## config.mk

```make
export PLATFORM = sky130hd
export DESIGN_NAME = event_encoder
export DESIGN_NICKNAME = d
export VERILOG_FILES = /design/src/rtl/event_encoder_pkg.sv /design/src/rtl/event_encoder_pick.sv /design/src/rtl/event_encoder.sv
export SDC_FILE = /design/constraint.sdc
export NUM_CORES = 1
export LEC_CHECK = 0
export CAP_MARGIN = 40
export CORE_AREA = 3 3 40 42
export DETAILED_ROUTE_END_ITERATION = 16
export DIE_AREA = 0 0 43 45
export PLACE_DENSITY = 0.4
export SLEW_MARGIN = 20
export SYNTH_ARGS = -nofsm -noshare
export SYNTH_HDL_FRONTEND = slang
export SYNTH_SLANG_ARGS = --single-unit
export TNS_END_PERCENT = 50
```

## constraint.sdc

```tcl
create_clock -name clk -period 2 [get_ports clk]
set_input_delay 0.5 -clock clk [delete_from_list [all_inputs] [get_ports clk]]
set_output_delay 0.5 -clock clk [all_outputs]
set_load 0.1 [all_outputs]
```

## src/rtl/event_encoder_pkg.sv

```systemverilog
// event_encoder_pkg: shared constants and helpers for the event encoder
package event_encoder_pkg;
  localparam int MAX_N = 6;
  localparam int MAX_SRC = 1 << MAX_N;
  function automatic int num_src(input int n);
    return 1 << n;
  endfunction
  function automatic logic [MAX_SRC-1:0] onehot(input logic [MAX_N-1:0] idx);
    return MAX_SRC'(1) << idx;
  endfunction
endpackage

```

## src/rtl/event_encoder_pick.sv

```systemverilog
// event_pick: picks the next pending source (lowest set bit, or round-robin from ptr
// when EVENT_ENCODER_RR_EN is defined)
//   pending: pending sources   ptr: round-robin start   found: any pending   idx: chosen source
module event_pick
  import event_encoder_pkg::*;
#(
  parameter int N = 1
) (
  input  logic [2**N-1:0] pending,
  input  logic [N-1:0]    ptr,
  output logic            found,
  output logic [N-1:0]    idx
);
  localparam int S = num_src(N);
  logic [S-1:0] vec;
  logic [N-1:0] off;
`ifdef EVENT_ENCODER_RR_EN
  // rotate so ptr lands at bit 0; the offset found there maps back modulo S
  assign vec = S'({pending, pending} >> ptr);
  assign idx = off + ptr;
`else
  logic unused_ptr;
  assign unused_ptr = ^ptr;
  assign vec = pending;
  assign idx = off;
`endif
  always_comb begin
    off = '0;
    for (int i = S - 1; i >= 0; i--) off = vec[i] ? N'(i) : off;
  end
  assign found = |vec;
endmodule

```

## src/rtl/event_encoder.sv

```systemverilog
// event_encoder: queues per-source event pulses and emits them one at a time as
// binary indices over a valid/ready handshake. Macro EVENT_ENCODER_RR_EN selects
// round-robin instead of lowest-index priority.
//   clk, rst_n (async, active low)   enable: allow loading the output stage
//   set: event pulses   pending: queued events
//   out_idx/out_onehot/out_valid/out_ready: output handshake
module event_encoder
  import event_encoder_pkg::*;
#(
  parameter int N = 1
) (
  input  logic            clk,
  input  logic            rst_n,
  input  logic            enable,
  input  logic [2**N-1:0] set,
  output logic [2**N-1:0] pending,
  output logic [N-1:0]    out_idx,
  output logic [2**N-1:0] out_onehot,
  output logic            out_valid,
  input  logic            out_ready
);
  localparam int S = num_src(N);
  logic [S-1:0] pending_q, pending_d, onehot_q, onehot_d, sel_oh, clr;
  logic [N-1:0] idx_q, idx_d, pick_idx, ptr;
  logic         valid_q, valid_d, found, free, load;
  event_pick #(.N(N)) u_pick (
    .pending(pending_q),
    .ptr    (ptr),
    .found  (found),
    .idx    (pick_idx)
  );
  always_comb begin
    sel_oh    = S'(onehot(MAX_N'(pick_idx)));
    free      = !valid_q || out_ready;
    load      = free && enable && found;
    clr       = load ? sel_oh : '0;
    // a new set pulse on the bit being granted keeps it pending
    pending_d = (pending_q & ~clr) | set;
    idx_d     = load ? pick_idx : idx_q;
    onehot_d  = load ? sel_oh : (free ? '0 : onehot_q);
    valid_d   = load || (valid_q && !out_ready);
  end
  always_ff @(posedge clk or negedge rst_n) begin
    if (!rst_n) begin
      pending_q <= '0;
      onehot_q  <= '0;
      idx_q     <= '0;
      valid_q   <= 1'b0;
    end else begin
      pending_q <= pending_d;
      onehot_q  <= onehot_d;
      idx_q     <= idx_d;
      valid_q   <= valid_d;
    end
  end
`ifdef EVENT_ENCODER_RR_EN
  logic [N-1:0] ptr_q, ptr_d;
  assign ptr_d = load ? pick_idx + N'(1) : ptr_q;
  always_ff @(posedge clk or negedge rst_n) begin
    if (!rst_n) ptr_q <= '0;
    else ptr_q <= ptr_d;
  end
  assign ptr = ptr_q;
`else
  assign ptr = '0;
`endif
  assign pending    = pending_q;
  assign out_idx    = idx_q;
  assign out_onehot = onehot_q;
  assign out_valid  = valid_q;
endmodule

```

# Word level (Yosys, flattened, before mapping)
# Cells that the tools add are included.
totals:
  ff_bits: 6
  out_inout_bits: 6
  wordCells: 22
classes:
  n_shift: 1
  n_mux: 5
  bitwise: 3
  reduce_logical: 9
op_table:
  columns: ["cell", "n"]
  rows:
  - ["2-bit two-way mux", 3]
  - ["1-bit logical AND", 3]
  - ["2-bit AND", 1]
  - ["1-bit logical NOT", 2]
  - ["1-bit logical OR", 2]
  - ["1-bit two-way mux", 2]
  - ["2-bit inverter", 1]
  - ["2-bit OR", 1]
  - ["2-bit nonzero test", 1]
  - ["2-bit OR reduction", 1]
  - ["1-bit by 1-bit << shifter with 2-bit output, first input constant", 1]

# Longest topological paths before layout
logic_depth:
  ltp_word: 8
  depth_mapped: 4
  mapped_depth_nobuf: 3

# Modules after synthesis
# A second synthesis with hierarchy kept.
unflattened:
  cells_unflattened: 22
  hier_area_um2: 257.7
modules_own_cells:
  columns: ["module", "n_inst", "cells_per_inst", "area_per_inst_um2"]
  rows:
  - ["event_encoder", 1, 20, 245.2]
  - ["event_pick", 1, 2, 12.5]

# Least setup slack after synthesis
# OpenSTA, ideal clock, no wires.
synth_timing:
  kind: "reg2reg"
  start: "register valid_q, in the netlist out_valid"
  end: "register idx_q, in the netlist out_idx"
  setup_time_ns: 0.175
  arrival_ns: 1.405
  t_required_ns: 1.825
  slack_ns: 0.420
  stages_incl_launch_ff: 5
  path_buffers: 1
  path_cell_list: "dfrtp_1 nand2b_1 buf_6 a31oi_1 a31oi_1"
synth_via:
  elab_chain_cells: 4
synth_lines:
  columns: ["item", "line_no", "text"]
  rows:
  - ["start: declaration", "event_encoder.sv:25", "logic valid_q, valid_d, found, free, load;"]
  - ["start signal: assignment", "event_encoder.sv:53", "valid_q <= valid_d;"]
  - ["1-bit logical NOT", "event_encoder.sv:34", "free = !valid_q || out_ready;"]
  - ["1-bit logical OR", "event_encoder.sv:34", null]
  - ["1-bit logical AND (2 in a row)", "event_encoder.sv:35", "load = free && enable && found;"]
  - ["end signal: assignment", "event_encoder.sv:52", "idx_q <= idx_d;"]
  - ["end: declaration", "event_encoder.sv:24", "logic [N-1:0] idx_q, idx_d, pick_idx, ptr;"]
# Every way passes these cells.
# A chain may end at the register's enable or synchronous reset.

# Final worst setup path
layout_timing:
  start: "register pending_q[0], in the netlist pending[0]"
  end: "output port pending[0]"
layout_rtl:
  columns: ["item", "line_no", "text"]
  rows:
  - ["start: declaration", "event_encoder.sv:23", "logic [S-1:0] pending_q, pending_d, onehot_q, onehot_d, sel_oh, clr;"]
  - ["start signal: assignment", "event_encoder.sv:50", "pending_q <= pending_d;"]
  - ["end: declaration", "event_encoder.sv:16", "output logic [2**N-1:0] pending,"]
# No word-level cell between the ends.

==> run_results.csv <==
group,metric,value,unit
run_status,outcome,"completed",
global_routing,grtUsageMet1,8.05,%
detailed_routing,detail-route-antenna-nets,0,
yosys,synthCells,22,
power_and_ir_drop,leakage,0.201,nW
placement,portBuffers,11,
sta,period_needed,1.41,ns
floorplanning,die_w,43,µm
critical_path,path_max_fanout,6,
yosys,synth_area_leaders,"dfrtp_1, a21o_1, a31oi_1, buf_6, inv_1",
final_layout,num_antenna_cells,0,
cts,cts_root_buffer,"clkbuf_4",
global_routing,grt_usage,7.69,%
sta,slew_headroom,80.6,%
placement,dp_cells,47,
critical_path,endpoint_kind,"primary output",
power_and_ir_drop,ir_drop,305,µV
sta,skew,0.00181,ns
global_routing,grt_first_pass_wirelength,1.01,mm
cts,clock_path_buffers,2,
cts,ctsHoldBuffers,0,
global_routing,grt_max_degree,9,
sta,tns,0,ns
yosys,syn_avg_cell_area,11.2,µm²
global_routing,grt_overflow,0,
critical_path,cp.arrival,0.91,ns
global_routing,grt_antenna_before_repair,0,
detailed_routing,drc,0,
detailed_routing,drtIter0Drc,4,
final_layout,fill_cells,138,
floorplanning,die_h,45,µm
yosys,synth_flop_cell,"dfrtp_1",
yosys,ys_ff_latch,6,
critical_path,crit_required,1.50,ns
detailed_routing,vias_per_cell,4.10,
yosys,synth_common_cells,"dfrtp_1, inv_1",
hold_path,hold_path_class,"input pin to asynchronous set/reset pin",
sta,finalSetupViolCount,0,
placement,gp_congestion,0.693,
cts,cts.sink_count,6,
yosys,seq_area_frac_synth,60.9,%
cts,insertion_delay,0.24,ns
sta,hold_viol_final,0,
final_layout,drive_gt1_share,28.6,%
cts,cts_tree,"built",
critical_path,start_kind,"flip-flop",
critical_path,path_class,"flip-flop to primary output",
detailed_routing,vias,205,
floorplanning,core-area,1280,µm²
critical_path,max_stage_delay,0.46,ns
floorplanning,dieArea,1940,µm²
detailed_routing,wire_per_inst,10.3,µm
cts,cts-buffers-inserted,3,
cts,ctsResizeCount,0,
cts,h-tree-depth,1,
floorplanning,initial_core_util,19.2,%
final_layout,fin_area,434,µm²
global_routing,met3_usage,3.19,%
cts,cts_setup_buffers,0,
final_layout,nets,43,
sta,fmax,0.708,GHz
global_routing,grt.busiest_layer,"met2",
placement,post_dp_cell_area,412,µm²
floorplanning,placement_rows,13,
global_routing,grt_use_met2,10.8,%
yosys,synth.most_common_cell,"dfrtp_1",
yosys,synth.distinct_cells,11,
global_routing,grt_pass1_vias,216,
detailed_routing,dr.pass1.iters,3,
sta,tightest_slew,0.291,ns
yosys,synth_top_area_share,60.9,%
yosys,synthesis.area,246,µm²
floorplanning,pin_count,12,
final_layout,instances_no_fill,50,
critical_path,cp.buffers_inverters,1,
yosys,synth-async-reset-ratio,100,%
sta,min_period_over_period,70.6,%
power_and_ir_drop,p_total,417,µW
critical_path,cp_slowest_cell,"dfrtp_1",
power_and_ir_drop,power_density,960,nW/µm²
yosys,synth_nets,28,
yosys,netlist.top_cell.by_area,"dfrtp_1",
sta,slew_violations,0,
critical_path,worstPathCellList,"buf_12",
detailed_routing,routed_wl,516,µm
yosys,synth_edf_count,0,
final_layout,area_growth,76.1,%
cts,clk_pin_slew_worst_paths,0.05,ns
critical_path,path_delay_family,"flip-flops",
yosys,ys_warn_count,0,
sta,rsz0062_at_grt,"false",
run,cap_viol_max_count,0,
-- placed cells by master, fill, tap and decap left out --
cell	n
nand2_1	2
inv_1	3
dfrtp_1	6
a21o_1	2
nand3b_2	1
nand2b_1	1
buf_12	5
o21ai_0	2
o22ai_1	1
nand3_1	1
clkdlybuf4s50_1	5
clkbuf_4	3
buf_4	1
a31oi_1	2
-- registers in the layout, summed over array words and instances, names as in the netlist --
register and cells:
out_valid 1, pending 2, out_onehot 2, out_idx 1
-- worst register-to-register path, cell delays in order (launching register included) --
cell and delay (ns):
dfrtp_1 0.40, nand2b_1 0.25, nand3b_2 0.12, a21o_1 0.18
-- cells by family after synthesis --
| group | count (synthesis) | share of synthesized area [%] |
|---|---|---|
| AND/OR/NAND/NOR | 5 | 12.2 |
| AO/OA/AOI/OAI | 7 | 17.8 |
| flip-flops | 6 | 60.9 |
| buffers and inverters | 4 | 9.14 |
-- area by class of cell --
type | instances | area (µm²) | share of cell area, %
inverter | 3 | 11.3 | 2.59
tap | 15 | 18.8 | 4.32
clock buffer | 3 | 22.5 | 5.19
timing repair buffer | 11 | 158 | 36.3
multi-input combinational | 12 | 73.8 | 17.0
sequential | 6 | 150 | 34.6
-- layer usage --
layer | share of wire [%] | wire (µm)
met1 | 41 | 213
met2 | 47 | 241
met3 | 12 | 62
met4 | 0 | 0
met5 | 0 | 0
-- path summary, 6_finish.rpt --
| check | start | endpoint | slack (ns) | depth (start not counted) |
|---|---|---|---|---|
| min reg2reg | out_idx | out_idx | 0.56 | 2 |
| min | rst_n | out_onehot[1] | 0.50 | 1 |
| max reg2reg | out_valid | pending[1] | 0.95 | 3 |
| max in group asynchronous | rst_n | out_onehot[0] | 1.28 | 1 |
| max | pending[0] | pending[0] | 0.59 | 1 |
| min in group clk | out_idx | out_idx | 0.56 | 2 |
-- metrics by stage --
step | hold slack [ns] | utilization, % | setup slack (ns)
floorplan | 0.204 | - | 0.420
global placement | 0.536 | 32.0 | 0.355
detailed placement | 0.549 | 32.0 | 0.351
CTS | 0.510 | 33.8 | 0.572
global route | 0.527 | 33.8 | 0.495
finish | 0.502 | 33.8 | 0.588
-- power by group --
part	leakage, nW	total [mW]	switching (mW)	internal (mW)
Clock	0.0138	0.112	0.0441	0.0679
Combinational	0.119	0.159	0.106	0.0528
Sequential	0.0683	0.146	0.0127	0.133
Power figures use the tool's default switching activity.
